$ cat src/rtl/seq_div_32bit.sv
// Sequential 32-bit restoring divider with a start/busy/done handshake, one quotient bit per clock.
// Define SEQ_DIV_SIGNED_EN for two's-complement operands (truncating toward zero); default is unsigned.
module seq_div_32bit (
   input  logic        clk,
   input  logic        reset_n,
   input  logic        start,
   input  logic [31:0] input1,
   input  logic [31:0] input2,
   output logic        busy,
   output logic        done,
   output logic        div_by_zero,
   output logic [31:0] quotient,
   output logic [31:0] remainder
);

   typedef enum logic [1:0] {S_IDLE, S_BUSY, S_DONE} state_t;

   state_t      state_q, state_d;
   logic [4:0]  cnt_q, cnt_d;
   logic [32:0] prem_q, prem_d;
   logic [31:0] dvd_q, dvd_d;
   logic [31:0] dvs_q, dvs_d;
   logic [31:0] quot_q, quot_d;
   logic [31:0] remo_q, remo_d;
   logic        dbz_q, dbz_d;

   logic [32:0] shifted;
   logic [32:0] trial;
   logic [32:0] nxt_rem;
   logic [31:0] nxt_dvd;

   // The partial remainder never exceeds the divisor, so its top bit stays clear.
   logic        unused_prem_msb;
   assign unused_prem_msb = prem_q[32];

`ifdef SEQ_DIV_SIGNED_EN
   logic qneg_q, qneg_d;
   logic rneg_q, rneg_d;

   function automatic logic [31:0] neg32(input logic [31:0] x);
      return ~x + 32'd1;
   endfunction
`endif

   assign shifted = {prem_q[31:0], dvd_q[31]};
   assign trial   = shifted + {1'b1, ~dvs_q} + 33'd1;
   assign nxt_rem = trial[32] ? shifted : trial;
   assign nxt_dvd = {dvd_q[30:0], ~trial[32]};

   always_comb begin
      state_d = state_q;
      cnt_d   = cnt_q;
      prem_d  = prem_q;
      dvd_d   = dvd_q;
      dvs_d   = dvs_q;
      quot_d  = quot_q;
      remo_d  = remo_q;
      dbz_d   = dbz_q;
`ifdef SEQ_DIV_SIGNED_EN
      qneg_d  = qneg_q;
      rneg_d  = rneg_q;
`endif
      case (state_q)
         S_IDLE: begin
            if (start) begin
               if (input2 == 32'd0) begin
                  quot_d  = 32'hFFFF_FFFF;
                  remo_d  = input1;
                  dbz_d   = 1'b1;
                  state_d = S_DONE;
               end else begin
`ifdef SEQ_DIV_SIGNED_EN
                  dvd_d  = input1[31] ? neg32(input1) : input1;
                  dvs_d  = input2[31] ? neg32(input2) : input2;
                  qneg_d = input1[31] ^ input2[31];
                  rneg_d = input1[31];
`else
                  dvd_d  = input1;
                  dvs_d  = input2;
`endif
                  prem_d  = 33'd0;
                  cnt_d   = 5'd0;
                  dbz_d   = 1'b0;
                  state_d = S_BUSY;
               end
            end
         end
         S_BUSY: begin
            prem_d = nxt_rem;
            dvd_d  = nxt_dvd;
            cnt_d  = cnt_q + 5'd1;
            if (cnt_q == 5'd31) begin
`ifdef SEQ_DIV_SIGNED_EN
               quot_d = qneg_q ? neg32(nxt_dvd) : nxt_dvd;
               remo_d = rneg_q ? neg32(nxt_rem[31:0]) : nxt_rem[31:0];
`else
               quot_d = nxt_dvd;
               remo_d = nxt_rem[31:0];
`endif
               state_d = S_DONE;
            end
         end
         S_DONE:  state_d = S_IDLE;
         default: state_d = S_IDLE;
      endcase
   end

   always_ff @(posedge clk or negedge reset_n) begin
      if (!reset_n) begin
         state_q <= S_IDLE;
         cnt_q   <= 5'd0;
         prem_q  <= 33'd0;
         dvd_q   <= 32'd0;
         dvs_q   <= 32'd0;
         quot_q  <= 32'd0;
         remo_q  <= 32'd0;
         dbz_q   <= 1'b0;
`ifdef SEQ_DIV_SIGNED_EN
         qneg_q  <= 1'b0;
         rneg_q  <= 1'b0;
`endif
      end else begin
         state_q <= state_d;
         cnt_q   <= cnt_d;
         prem_q  <= prem_d;
         dvd_q   <= dvd_d;
         dvs_q   <= dvs_d;
         quot_q  <= quot_d;
         remo_q  <= remo_d;
         dbz_q   <= dbz_d;
`ifdef SEQ_DIV_SIGNED_EN
         qneg_q  <= qneg_d;
         rneg_q  <= rneg_d;
`endif
      end
   end

   assign busy        = (state_q == S_BUSY);
   assign done        = (state_q == S_DONE);
   assign div_by_zero = dbz_q;
   assign quotient    = quot_q;
   assign remainder   = remo_q;

endmodule

$ cat config.mk
export PLATFORM = sky130hd
export DESIGN_NAME = seq_div_32bit
export DESIGN_NICKNAME = d
export VERILOG_FILES = /design/src/rtl/seq_div_32bit.sv
export SDC_FILE = /design/constraint.sdc
export NUM_CORES = 1
export LEC_CHECK = 0
export BUFFER_PORTS_ARGS = -buffer_cell sky130_fd_sc_hd__buf_2
export CAP_MARGIN = 20
export CORE_ASPECT_RATIO = 1.2
export CORE_MARGIN = 2
export CORE_UTILIZATION = 50
export DETAILED_ROUTE_END_ITERATION = 6
export PLACE_DENSITY = 0.78
export SLEW_MARGIN = 20
export SYNTH_ARGS = -nofsm -noshare
export SYNTH_HDL_FRONTEND = slang
export SYNTH_SLANG_ARGS = --single-unit
$ cat constraint.sdc
create_clock -name clk -period 4.2 [get_ports clk]
set_input_delay 0.42 -clock clk [delete_from_list [all_inputs] [get_ports clk]]
set_output_delay 0.42 -clock clk [all_outputs]
set_load 0.05 [all_outputs]
==> impl_results.md <==
- Status: finished with violations
- Failing checks: design-rule violations
- RSZ-0062 raised after global routing: false
- IO Pins: around 130
- Gpl congestion: approximately 0.94
- Row cnt: 54
- Sequential fraction of the synthesis area: 0.460
- Final ANT Viol Nets: 0
- Clk slew on worst S/H paths: around 0.060 ns
- Gr usage total: 0.246
- CP most frequent cell: inv_1
- Setup Fix Bufs, Post-CTS: 0
- Die Wd: 127 um
- Buffers plus inverters on the worst setup path: 3
- Post-synth cell types: between 60 and 70
- CP required: approximately 4.6 ns
- DRT iter0 DRCs: 739
- Tcrit/Tclk final: 0.847
- F_max: 0.281 GHz
- Critical R2R Launch: dvd_q[31]$_DFFE_PN0P_
- CP startpoint kind: flop
- Top FF cell, synth: dfrtp_1
- H-tree level count: 4
- CTS Buffer Depth: 2
- Rel. slew slack: 0.350
- Clock sinks: 168
- Core area: roughly 18000 sq um
- Syn_nets: about 1.2k
- Yosys Warn Count: 0
- FILL cells: about 1.6k
- Minimum clock period: 3.56 ns
- Worst EP arrival: around 4 ns
- Crit path capture type: flop
- First-pass detailed-route iteration total: 7
- Hold Vio Cnt, Final: 0
- Hold Crit Class: in -> async
- Largest net degree at the start of global routing: 108
- Post-synth EDFFs: 0
- Setup slack at placement: 0.691 ns
- Via Count: just over 8k
- Clock latency on the worst-skew pair: about 0.43 ns
- Layout cells sized above 1: 0.181
- Final #Nets: roughly 1.3k
- Grt ovf: 0
- Worst path slowest cell: or4_4
- Cells after synthesis: between 1k and 1.5k
- Final worst setup slack: about 0.64 ns
- Final setup TNS: 0 ns
- Final setup viols: 0
- Cts repair resizes: 0
- Average size of a mapped cell: between 8 and 9 sq um
- CP Class: reg -> reg
- Register bit total from synthesis: ~170
- Clock root cell: clkbuf_16
- Worst-Margin Slew: slightly below 1 ns
- CTS tree: built
- Vias in the first global route: approximately 7.4k
- First-pass GRT wire length: ~38000 um
- Drc violations: 6
- Max cap viols: 0
- Mapped Area: slightly above 9000 sq um
- Via density: about 5.7
- Initial antenna violation count: 0
- Slowest stage delay, CP: about 0.45 ns
- Critical Path Fanout Max: 22
- CP Cell Sequence: inv_1, ha_1, inv_1, fa_1, a211oi_2, o211ai_2, a31oi_2, nor3_2, or4_4, nand4_4, buf_4, mux2_2, a31oi_1
- IO Port Bufs: 133
- Post-Route WL: ~24000 um
- Post-CTS Hold Buffers: 0
- WL/cell: 16.7 um
- Ant diodes: 0
- DIE AREA: slightly below 20000 sq um
- HPWL after detailed placement: approximately 18000 um
- Die Y: approximately 150 um
- Max Slew Vio Count: 0
- Async S/R FF share, synth: 1.00
- Syn-to-layout area delta: 15.7%
- Cell family with most CP delay: compound AO/OA/AOI/OAI gates
- Post-layout util: 0.586
- CTS buffer count: 17
- Starting Density: 0.507
- Crit path launch: dvd_q[31]$_DFFE_PN0P_
- Layout Skew: approximately 0.0098 ns
## layout by cell type, fill, tap and decap left out, types with 20 or more instances in the layout
| cell | count |
|---|---|
| a21oi_1 | 44 |
| a31oi_1 | 57 |
| buf_2 | 132 |
| dfrtp_1 | 168 |
| ha_1 | 34 |
| inv_1 | 40 |
| nand2_1 | 271 |
| nand3_1 | 20 |
| nor2_1 | 80 |
| o21ai_0 | 100 |
## cell type report
type                    instances  area (sq um)  area share
clock buffers                  18           429      0.0406
inverters                      42           158      0.0149
flip-flops and latches        168          4200       0.397
well taps                     224           280      0.0265
clock inverters                14           208      0.0196
repair buffers                148           785      0.0742
multi-input cells             795          4510       0.427
## state kept, by name, indices dropped and copies added (netlist names)
register     flops
quotient        32
cnt_q            5
remainder       32
state_q          2
dvd_q           32
dvs_q           32
div_by_zero      1
prem_q          32
## worst paths after layout
path | endpoint | slack, ns | cells past startpoint
worst max-delay path | remainder[4]$_DFFE_PN0P_ | 0.64 | 13
worst max register to register | remainder[4]$_DFFE_PN0P_ | 0.64 | 13
worst min-delay path | dvs_q[7]$_DFFE_PN0P_ | 0.09 | 1
min in group clk | dvs_q[31]$_DFFE_PN0P_ | 0.20 | 3
max in group asynchronous | state_q[1]$_DFFE_PN0P_ | 3.03 | 2
worst min register to register | quotient[14]$_DFFE_PN0P_ | 0.46 | 2
## cells by family after synthesis
family / synth area share
compound gates: 0.183
fa+ha+maj: 0.0487
simple gates: 0.206
buf+inv: 0.0482
xor+xnor: 0.0230
mux: 0.0322
flops: 0.460
## metal layers
layer	up-vias	global-route usage	wire, um
li1	3926	-	-
met1	3789	0.354	10800
met2	293	0.385	10900
met3	37	0.0439	1340
met4	0	0.0696	512
met5	-	0	0
## Yosys cell counts, drive strengths merged, types with 6 or more instances
master | instances | share of area
a211oi | 8 | 0.0088
a21o | 10 | 0.0082
a21oi | 45 | 0.025
a31oi | 58 | 0.040
and2 | 6 | 0.0041
and3 | 6 | 0.0047
buf | 13 | 0.010
clkbuf | 51 | 0.021
dfrtp | 168 | 0.46
ha | 34 | 0.047
inv | 42 | 0.017
mux2 | 16 | 0.020
mux2i | 11 | 0.012
nand2 | 271 | 0.11
nand2b | 9 | 0.0062
nand3 | 20 | 0.011
nand4 | 10 | 0.0085
nor2 | 80 | 0.033
nor3 | 8 | 0.0049
nor4 | 9 | 0.0062
o211ai | 8 | 0.0077
o21ai | 101 | 0.055
o221ai | 9 | 0.0086
or3 | 8 | 0.0055
xnor2 | 11 | 0.011
xor2 | 13 | 0.012
## through the flow
step	cells	hold WS [ns]	instance area [sq um]
2_1_floorplan	1069	0.124	9140
3_3_place_gp	1377	0.444	9940
6_report	1409	0.0862	10600
4_1_cts	1409	0.146	10600
3_5_place_dp	1377	0.451	9940
5_1_grt	1409	0.174	10600
Power is left out: the tool's default activity adds up to more than one toggle a clock period on the data nets, which glitch-free logic cannot reach.
